--- src/rtl/imager_tx.sv ---
// imager_tx: dtype-tagged image stream back to sensor-style fv/lv/dv timing.
// Headers are stripped, words are buffered, and blanking is regenerated.
`ifndef DTYPE_WIDTH
`define DTYPE_WIDTH 4
`endif

module imager_tx #(
    parameter int PIXEL_WIDTH = 12,
    parameter int DATA_WIDTH  = 16,
    parameter int FIFO_AW     = 4
) (
    input  logic                    clki,
    input  logic                    resetb_clki,
    input  logic                    enable,
    input  logic                    left_justify,
    input  logic [15:0]             hblank,
    input  logic [15:0]             vblank,
    input  logic                    dvi,
    input  logic [`DTYPE_WIDTH-1:0] dtypei,
    input  logic [DATA_WIDTH-1:0]   datai,
    output logic                    fv,
    output logic                    lv,
    output logic                    dvo,
    output logic [PIXEL_WIDTH-1:0]  datao,
    output logic                    overflow,
    output logic                    busy
);

    localparam logic [`DTYPE_WIDTH-1:0] DT_FRAME_START = `DTYPE_WIDTH'(1);
    localparam logic [`DTYPE_WIDTH-1:0] DT_ROW_START   = `DTYPE_WIDTH'(2);
    localparam logic [`DTYPE_WIDTH-1:0] DT_PIXEL       = `DTYPE_WIDTH'(3);
    localparam logic [`DTYPE_WIDTH-1:0] DT_ROW_END     = `DTYPE_WIDTH'(4);
    localparam logic [`DTYPE_WIDTH-1:0] DT_FRAME_END   = `DTYPE_WIDTH'(5);

    localparam logic [FIFO_AW:0]   FULL_C  = {1'b1, {FIFO_AW{1'b0}}};
    localparam logic [FIFO_AW:0]   CNT_ONE = {{FIFO_AW{1'b0}}, 1'b1};
    localparam logic [FIFO_AW-1:0] PTR_ONE = {{(FIFO_AW-1){1'b0}}, 1'b1};

    typedef enum logic [2:0] {C_FS, C_RS, C_PX, C_RE, C_FE} code_e;
    typedef enum logic [2:0] {IDLE, FRAME, LINE, HBLANK, VBLANK} state_e;

    logic                     enable_s;
    logic                     gate_open;
    logic                     in_ok;
    code_e                    in_code;
    logic [PIXEL_WIDTH-1:0]   pix_sel;
    logic [PIXEL_WIDTH-1:0]   in_pix;
    logic                     is_fs;
    logic                     is_fe;
    logic                     pass;
    logic                     push;
    logic                     pop;
    logic                     full;
    logic                     empty;
    logic [PIXEL_WIDTH+2:0]   mem [2**FIFO_AW];
    logic [FIFO_AW-1:0]       wr_ptr;
    logic [FIFO_AW-1:0]       rd_ptr;
    logic [FIFO_AW:0]         count;
    code_e                    head_code;
    logic [PIXEL_WIDTH-1:0]   head_pix;
    state_e                   state;
    logic [15:0]              cnt;

    // classify the incoming word; anything not a frame/row/pixel marker is dropped
    always_comb begin
        in_ok   = 1'b0;
        in_code = C_FS;
        case (dtypei)
            DT_FRAME_START: begin in_ok = 1'b1; in_code = C_FS; end
            DT_ROW_START:   begin in_ok = 1'b1; in_code = C_RS; end
            DT_PIXEL:       begin in_ok = 1'b1; in_code = C_PX; end
            DT_ROW_END:     begin in_ok = 1'b1; in_code = C_RE; end
            DT_FRAME_END:   begin in_ok = 1'b1; in_code = C_FE; end
            default:        begin in_ok = 1'b0; in_code = C_FS; end
        endcase
    end

    assign pix_sel = left_justify ? datai[DATA_WIDTH-1 -: PIXEL_WIDTH]
                                  : datai[PIXEL_WIDTH-1:0];
    assign in_pix  = (in_code == C_PX) ? pix_sel : '0;
    assign is_fs   = in_ok && (in_code == C_FS);
    assign is_fe   = in_ok && (in_code == C_FE);
    assign pass    = dvi && in_ok && (gate_open || (is_fs && enable_s));

    assign full      = (count == FULL_C);
    assign empty     = (count == '0);
    assign pop       = !empty && (state == IDLE || state == FRAME || state == LINE);
    assign push      = pass && (!full || pop);
    assign head_code = code_e'(mem[rd_ptr][PIXEL_WIDTH +: 3]);
    assign head_pix  = mem[rd_ptr][PIXEL_WIDTH-1:0];

    // sample enable and open/close the frame gate on frame boundaries
    always_ff @(posedge clki or negedge resetb_clki) begin
        if (!resetb_clki) begin
            enable_s  <= 1'b0;
            gate_open <= 1'b0;
        end else begin
            enable_s <= enable;
            if (pass && is_fs && enable_s)
                gate_open <= 1'b1;
            else if (pass && is_fe && !enable_s)
                gate_open <= 1'b0;
        end
    end

    // FIFO pointers, fill level and sticky overflow
    always_ff @(posedge clki or negedge resetb_clki) begin
        if (!resetb_clki) begin
            wr_ptr   <= '0;
            rd_ptr   <= '0;
            count    <= '0;
            overflow <= 1'b0;
        end else begin
            if (push)
                wr_ptr <= wr_ptr + PTR_ONE;
            if (pop)
                rd_ptr <= rd_ptr + PTR_ONE;
            if (push && !pop)
                count <= count + CNT_ONE;
            else if (!push && pop)
                count <= count - CNT_ONE;
            if (pass && full && !pop)
                overflow <= 1'b1;
            else if (!enable_s && state == IDLE)
                overflow <= 1'b0;
        end
    end

    // FIFO storage: code plus pixel, no reset needed
    always_ff @(posedge clki) begin
        if (push)
            mem[wr_ptr] <= {in_code, in_pix};
    end

    // timing FSM; blanking counts include the pop cycle that ends the blank
    always_ff @(posedge clki or negedge resetb_clki) begin
        if (!resetb_clki) begin
            state <= IDLE;
            cnt   <= '0;
            fv    <= 1'b0;
            lv    <= 1'b0;
            dvo   <= 1'b0;
            datao <= '0;
            busy  <= 1'b0;
        end else begin
            busy  <= (state != IDLE) || !empty;
            dvo   <= 1'b0;
            datao <= '0;
            case (state)
                IDLE: begin
                    if (pop && head_code == C_FS) begin
                        fv    <= 1'b1;
                        state <= FRAME;
                    end
                end
                FRAME: begin
                    if (pop) begin
                        case (head_code)
                            C_RS: begin
                                lv    <= 1'b1;
                                state <= LINE;
                            end
                            C_PX: begin
                                lv    <= 1'b1;
                                dvo   <= 1'b1;
                                datao <= head_pix;
                                state <= LINE;
                            end
                            C_FE: begin
                                fv <= 1'b0;
                                if (vblank > 16'd1) begin
                                    cnt   <= vblank - 16'd1;
                                    state <= VBLANK;
                                end else begin
                                    state <= IDLE;
                                end
                            end
                            default: ;
                        endcase
                    end
                end
                LINE: begin
                    if (pop) begin
                        case (head_code)
                            C_PX: begin
                                dvo   <= 1'b1;
                                datao <= head_pix;
                            end
                            C_RE: begin
                                lv <= 1'b0;
                                if (hblank > 16'd1) begin
                                    cnt   <= hblank - 16'd1;
                                    state <= HBLANK;
                                end else begin
                                    state <= FRAME;
                                end
                            end
                            C_FE: begin
                                lv <= 1'b0;
                                fv <= 1'b0;
                                if (vblank > 16'd1) begin
                                    cnt   <= vblank - 16'd1;
                                    state <= VBLANK;
                                end else begin
                                    state <= IDLE;
                                end
                            end
                            default: ;
                        endcase
                    end
                end
                HBLANK: begin
                    if (cnt <= 16'd1)
                        state <= FRAME;
                    else
                        cnt <= cnt - 16'd1;
                end
                VBLANK: begin
                    if (cnt <= 16'd1)
                        state <= IDLE;
                    else
                        cnt <= cnt - 16'd1;
                end
                default: state <= IDLE;
            endcase
        end
    end

endmodule

--- config.mk ---
export PLATFORM = sky130hd
export DESIGN_NAME = imager_tx
export DESIGN_NICKNAME = d
export VERILOG_FILES = /design/src/rtl/imager_tx.sv
export SDC_FILE = /design/constraint.sdc
export NUM_CORES = 1
export LEC_CHECK = 0
export CORE_ASPECT_RATIO = 1.25
export CORE_MARGIN = 4
export CORE_UTILIZATION = 59
export DETAILED_ROUTE_END_ITERATION = 10
export HOLD_SLACK_MARGIN = 0.12
export PLACE_DENSITY = 0.9
export SETUP_SLACK_MARGIN = 0.02
export SKIP_LAST_GASP = 1
export SYNTH_ARGS = -nofsm -noshare
export SYNTH_HDL_FRONTEND = slang
export SYNTH_SLANG_ARGS = --single-unit
--- constraint.sdc ---
create_clock -name clki -period 4 [get_ports clki]
set_input_delay 0.6 -clock clki [delete_from_list [all_inputs] [get_ports clki]]
set_output_delay 0.6 -clock clki [all_outputs]
set_load 0.01 [all_outputs]
Yosys cells after proc, flatten, opt, wreduce, memory -nomap -nowiden
Memories as Yosys holds them, arrays and structs flattened.
Index checks and enable logic that the tools add are counted.
Storage, ports and cells
  output and inout bits: 17
  logic and storage cells: 146
  input bits: 57
  memories: 1
  bits in writable memories: 240
  flip-flop bits (word level): 51
Memories
  mem: depth 16, width 15, rd ports 1, clocked after Yosys merged registers in 0, write ports 1, line 55  | logic [PIXEL_WIDTH+2:0] mem [2**FIFO_AW];
Cells by class
  magnitude comparators: 3
  add/sub/neg operators: 7
  mux-type cells: 45
  reductions and logical operators: 47
  equal/unequal tests: 30
Operators with widths (count)
  two-way mux 16 bit: 6
  two-way mux 12 bit: 5
  case mux 16 bit (3 select lines): 1
  subtractor 16 x 1 -> 16 bit (second input constant): 3
  greater-than comparator 16 x 1 -> 1 bit (second input constant): 2
  case mux 16 bit (2 select lines): 1
  two-way mux 3 bit: 6
  logical AND 1 bit: 17
  two-way mux 1 bit: 17
  less-or-equal comparator 16 x 1 -> 1 bit (second input constant): 1
  == test 3 x 2 -> 1 bit (second input constant): 5
  case mux 3 bit (5 select lines): 1
  != test 2 bit (second input constant): 7
  AND reduction 7 bit: 2
  case mux 3 bit (2 select lines): 2
  case mux 3 bit (4 select lines): 1
  two-way mux 5 bit: 2
  nonzero test 2 bit: 5
  == test 3 bit (second input constant): 3
  logical NOT 3 bit: 3
  adder 4 x 1 -> 4 bit (second input constant): 2
  == test 4 x 2 -> 1 bit (second input constant): 2
  == test 4 x 3 -> 1 bit (second input constant): 2
  != test 2 x 1 -> 1 bit (second input constant): 4
  other kinds (18): 32

Depth between registers and ports, before layout
Gate-level depths: netlist of run 1.
  depth in word-level cells: 12
  depth in mapped cells: 14
  gate-level depth less buffers: 12

Least setup slack after synthesis of run 1
Ideal clock, no wire load.
  path kind: input-to-reg
  from: in dtypei[1]
  to: mem mem[3][0] (netlist bit), enable pin
  path buffers: 2
  required time: 3.594 ns
  path slack: 0.863 ns
  arrival time: 2.731 ns
  stages: 6
  setup time: 0.406 ns
  cell sequence: clkbuf_1 o31ai_1 and3_1 clkbuf_1 nand2_1 nor3_1
On the way
  longest elaborated chain between the ends: 10
  elaborated cells on any way between the ends: 17
  classes of those cells: eq/ne (5); mux (4); reduce/logical (8)
RTL lines
  start: declaration: line 19  | input logic [`DTYPE_WIDTH-1:0] dtypei,
  == test 4 x 3 -> 1 bit, or another cell as far along: line 68  | case (dtypei)
  case mux 3 bit (4 select lines) / OR reduction 5 bit (equally long branches)
  logical NOT 3 bit / two-way mux 1 bit (equally long branches): line 81, 68
  logical AND 1 bit: line 81  | assign is_fs = in_ok && (in_code == C_FS);
  logical AND 1 bit: line 83  | assign pass = dvi && in_ok && (gate_open || (is_fs && enable_s));
  logical OR 1 bit: line 83
  logical AND 1 bit *: line 83
  logical AND 1 bit *: line 88  | assign push = pass && (!full || pop);
  named net push: line 51  | logic push;
  two-way mux 1 bit *: line 131  | if (push)
  two-way mux 1 bit (implied by the code) *: line 132  | mem[wr_ptr] <= {in_code, in_pix};
  end: declaration: line 55
The timed path passes the listed nets; every way through them passes the cells marked *.

Final worst setup path of run 1
  from: reg rd_ptr[1]
  to: reg cnt[10]
On the way
  longest elaborated chain between the ends: 5
  elaborated cells on any way between the ends: 10
  classes of those cells: eq/ne (5); mux (3); reduce/logical (1); memory (1)
RTL lines
  start: declaration: line 57  | logic [FIFO_AW-1:0] rd_ptr;
  start signal: assignment: line 117  | rd_ptr <= rd_ptr + PTR_ONE;
  memory read (16 x 15 bit) *
  == test 3 bit / == test 3 x 2 -> 1 bit (equally long branches): line 158, 184
  case mux 16 bit (2 select lines): line 184  | case (head_code)
  two-way mux 16 bit: line 183  | if (pop) begin
  case mux 16 bit (3 select lines): line 149  | case (state)
  end signal: assignment: line 172  | cnt <= vblank - 16'd1;
  end signal: assignment: line 192  | cnt <= hblank - 16'd1;
  end signal: assignment: line 202  | cnt <= vblank - 16'd1;
  end: declaration: line 62  | logic [15:0] cnt;
Mark *: on every way between the ends. The rest lies on a longest branch, timed or not. The select of a mux whose other input is x is not followed.
A chain may end at the register's enable or synchronous reset.

==> results of run 1 <==
-- cells in the mapped netlist, drive strengths merged (4+ instances only) --
| library cell | instances |
|---|---|
| a21o | 4 |
| a21oi | 13 |
| a221oi | 13 |
| buf | 15 |
| clkbuf | 24 |
| dfrtp | 51 |
| edfxtp | 240 |
| ha | 15 |
| inv | 18 |
| mux2i | 17 |
| mux4 | 73 |
| nand2 | 28 |
| nand2b | 7 |
| nand3 | 8 |
| nand3b | 4 |
| nor2 | 78 |
| nor2b | 17 |
| nor3 | 19 |
| nor4 | 13 |
| o21ai | 8 |
| o2bb2ai | 15 |
| o31ai | 5 |
| or4 | 7 |
| xnor2 | 23 |
| xor2 | 29 |
-- sequential cells by signal, summed over array words and instances (netlist names) --
| register | count |
|---|---|
| mem | 240 |
| cnt | 16 |
| datao | 12 |
| count | 5 |
| rd_ptr | 4 |
| wr_ptr | 4 |
| state | 3 |
| busy | 1 |
| dvo | 1 |
| enable_s | 1 |
| fv | 1 |
| gate_open | 1 |
| lv | 1 |
| overflow | 1 |
-- cells in the final DEF, fill, tap and decap left out, types with 13 or more instances in the layout --
cell / n
nand2_1: 28
clkdlybuf4s50_1: 72
a221oi_1: 13
xor2_1: 29
xnor2_1: 23
a21oi_1: 13
mux2i_1: 17
clkbuf_16: 27
inv_1: 18
ha_1: 15
o2bb2ai_1: 15
dfrtp_1: 49
nor2_1: 78
edfxtp_1: 240
nor2b_1: 17
buf_4: 46
nor3_1: 14
mux4_2: 73
-- routing by layer --
layer / vias to the layer above / track usage / share of wire
met2: 412 / 0.440 / 0.53
met4: 0 / 0.0808 / 0.034
met1: 3830 / 0.317 / 0.36
met5: - / 0 / 0
met3: 74 / 0.0376 / 0.076
li1: 3311 / - / -
-- metrics by stage --
stage / worst slack, ns / cell area (µm²) / power (W) / util
2_1_floorplan: 0.863 / 12800 / 0.00647 / -
4_1_cts: 0.450 / 15100 / 0.0101 / 0.704
3_5_place_dp: 0.485 / 14200 / 0.00735 / 0.660
3_3_place_gp: 0.537 / 14200 / 0.00722 / 0.660
5_1_grt: 0.0909 / 15100 / 0.0106 / 0.704
6_report: 0.516 / 15100 / 0.0101 / 0.704
-- power breakdown --
part           internal [W]  switching [W]
sequential          0.00351       0.000406
combinational       0.00175        0.00169
clock               0.00159        0.00113
-- logic make-up (layout without fill, tap and decap cells) --
group	after synthesis	in the layout	share of synthesized area
AND/OR/NAND/NOR	198	198	0.0777
multiplexers	93	93	0.144
XOR/XNOR	52	52	0.0355
AO/OA/AOI/OAI	79	79	0.0473
buffers and inverters	57	187	0.0175
flip-flops	291	291	0.661
adder cells (fa/ha/maj)	17	17	0.0170
-- cell type report --
cell class / instances / share of cell area
Timing Repair Buffer: 121 / 0.0735
Clock buffer: 30 / 0.0461
Inverter: 18 / 0.00447
Clock inverter: 18 / 0.0161
Multi-Input combinational cell: 439 / 0.275
Sequential cell: 291 / 0.562
Tap cell: 279 / 0.0231
-- path summary, 6_finish.rpt --
kind                             startpoint       end
worst min register to register     count[4]  count[4]
worst max register to register    rd_ptr[1]   cnt[10]
worst max-delay path              rd_ptr[1]   cnt[10]
worst min-delay path            resetb_clki  datao[2]
max in group asynchronous       resetb_clki   cnt[13]
min in group clki                  count[4]  count[4]
-- worst max-delay path: stages, from the launching register on --
cell and delay (ns):
dfrtp_1 0.72, buf_4 0.38, mux4_2 0.54, a22o_1 0.28, nor3_4 0.20, a31oi_1 0.15
nor2_1 0.70, a221oi_1 0.20, o2bb2ai_1 0.20
==> impl_results.md, run 1 <==
- IO Count: 74
- Crit path required time: 4.45 ns
- Num CTS Buffers: 26
- WL/cell: 25.0 µm
- Worst-path fanout max: 15
- DRT Wirelength: 29.9 mm
- Filler Cell Count: 1357
- Layout cells sized above 1: 0.203
- # resized after CTS: 0
- Antenna violations before repair: 0
- Top-area cell type share of the netlist area: 0.562
- Max-Cap Viols: 0
- First DRT Iteration DRCs: 675
- All-Layer GR Usage: 0.249
- Area contributors post-synth: edfxtp_1, mux4_2, dfrtp_1
- Worst Clk Skew: 0.0117 ns
- Antenna viol nets, final: 0
- Crit share post-route: 0.871
- Ys flop type: edfxtp_1
- Largest area contributor in the netlist: edfxtp_1
- Syn_nets: 860
- Core Box Area: 0.0215 mm²
- Vias in the first global route: 7873
- Setup Buffers After CTS: 0
- CP endpoint kind: flop
- Power density cells: 666 mW/mm²
- H-tree levels: 1
- GRT Residual Overflow: 0
- R2R depth: 8
- IR drop worst, VDD: 0.000425 V
- Synthesis-to-layout area growth: 17.7%
- # hold bufs at CTS: 0
- Vias post-DR: 7627
- Worst EP arrival: 3.93 ns
- Row count: 60
- P_leak: 5.29 nW
- Area of the multi-input gates: 0.00415 mm²
- CTS root buf: clkbuf_16
- Sink Count: 291
- Unrepaired setup endpoints after global routing: false
- WS Path Type: reg -> reg
- DP HPWL: 18.3 mm
- Critical path startpoint category: flop
- Hold_ws: 0.177 ns
- Initial core utilization: 0.598
- Flop-to-flop setup slack: 0.52 ns
- Relative slew margins: 0.300
- Ant. Diodes: 0
- Register Area: 0.00849 mm²
- Warnings from Yosys: 0
- Worst-path clk slew: 0.08 ns
- Largest net degree at the start of global routing: 39
- Sequential fraction of the synthesis area: 0.661
- Drt drc: 0
- Initial DRT Pass Iterations: 5
- Synth Register Bits: 291
- Status: finished clean
- Die area: 0.0242 mm²
- Slew @ Worst Pin: 1.05 ns
- Layout Nets: 970
- Die height: 173 µm
- Synth Cell Area: 0.0128 mm²
- Vias per inst: 6.38
- Clk buf depth: 3
- Hold Path Class: in -> async
- Die width: 140 µm
- Final setup viols: 0
- Fin cells: 1196
- Final hold vios: 0
- Syn Area/Cell: 16.3 µm²
- Maximum clock rate: 0.287 GHz
- Synth async-reset ratio: 0.175
- CTS tree: done
- Min cycle time layout: 3.48 ns
- Post-synth EDFFs: 240
- Yosys cell types: 58
- First-pass GRT wire length: 46.2 mm
- Slew Viols, Final: 0
- DP Cell Count: 1148
- Setup tns final: 0 ns
- GPL Wtd Cong: 0.864
- Mapped Cells: 787
- I/O Buffers: 73
- Clk_lat worst skew: 0.54 ns
Note: power is estimated with default switching activity, not from simulation.
==> run 2: changes to the inputs <==
--- a/config.mk
+++ b/config.mk
@@ -9,6 +9,7 @@
 export CORE_MARGIN = 4
 export CORE_UTILIZATION = 59
 export DETAILED_ROUTE_END_ITERATION = 10
+export GPL_ROUTABILITY_DRIVEN = 0
 export HOLD_SLACK_MARGIN = 0.12
 export PLACE_DENSITY = 0.9
 export SETUP_SLACK_MARGIN = 0.02
==> results of run 2 <==
No change in the layout: final DEF, timing and power equal those of run 1.
==> run 3: changes to the inputs <==
--- a/config.mk
+++ b/config.mk
@@ -14,6 +14,7 @@
 export PLACE_DENSITY = 0.9
 export SETUP_SLACK_MARGIN = 0.02
 export SKIP_LAST_GASP = 1
+export SLEW_MARGIN = 20
 export SYNTH_ARGS = -nofsm -noshare
 export SYNTH_HDL_FRONTEND = slang
 export SYNTH_SLANG_ARGS = --single-unit
==> results of run 3 <==
No change in the layout: final DEF, timing and power equal those of run 1.
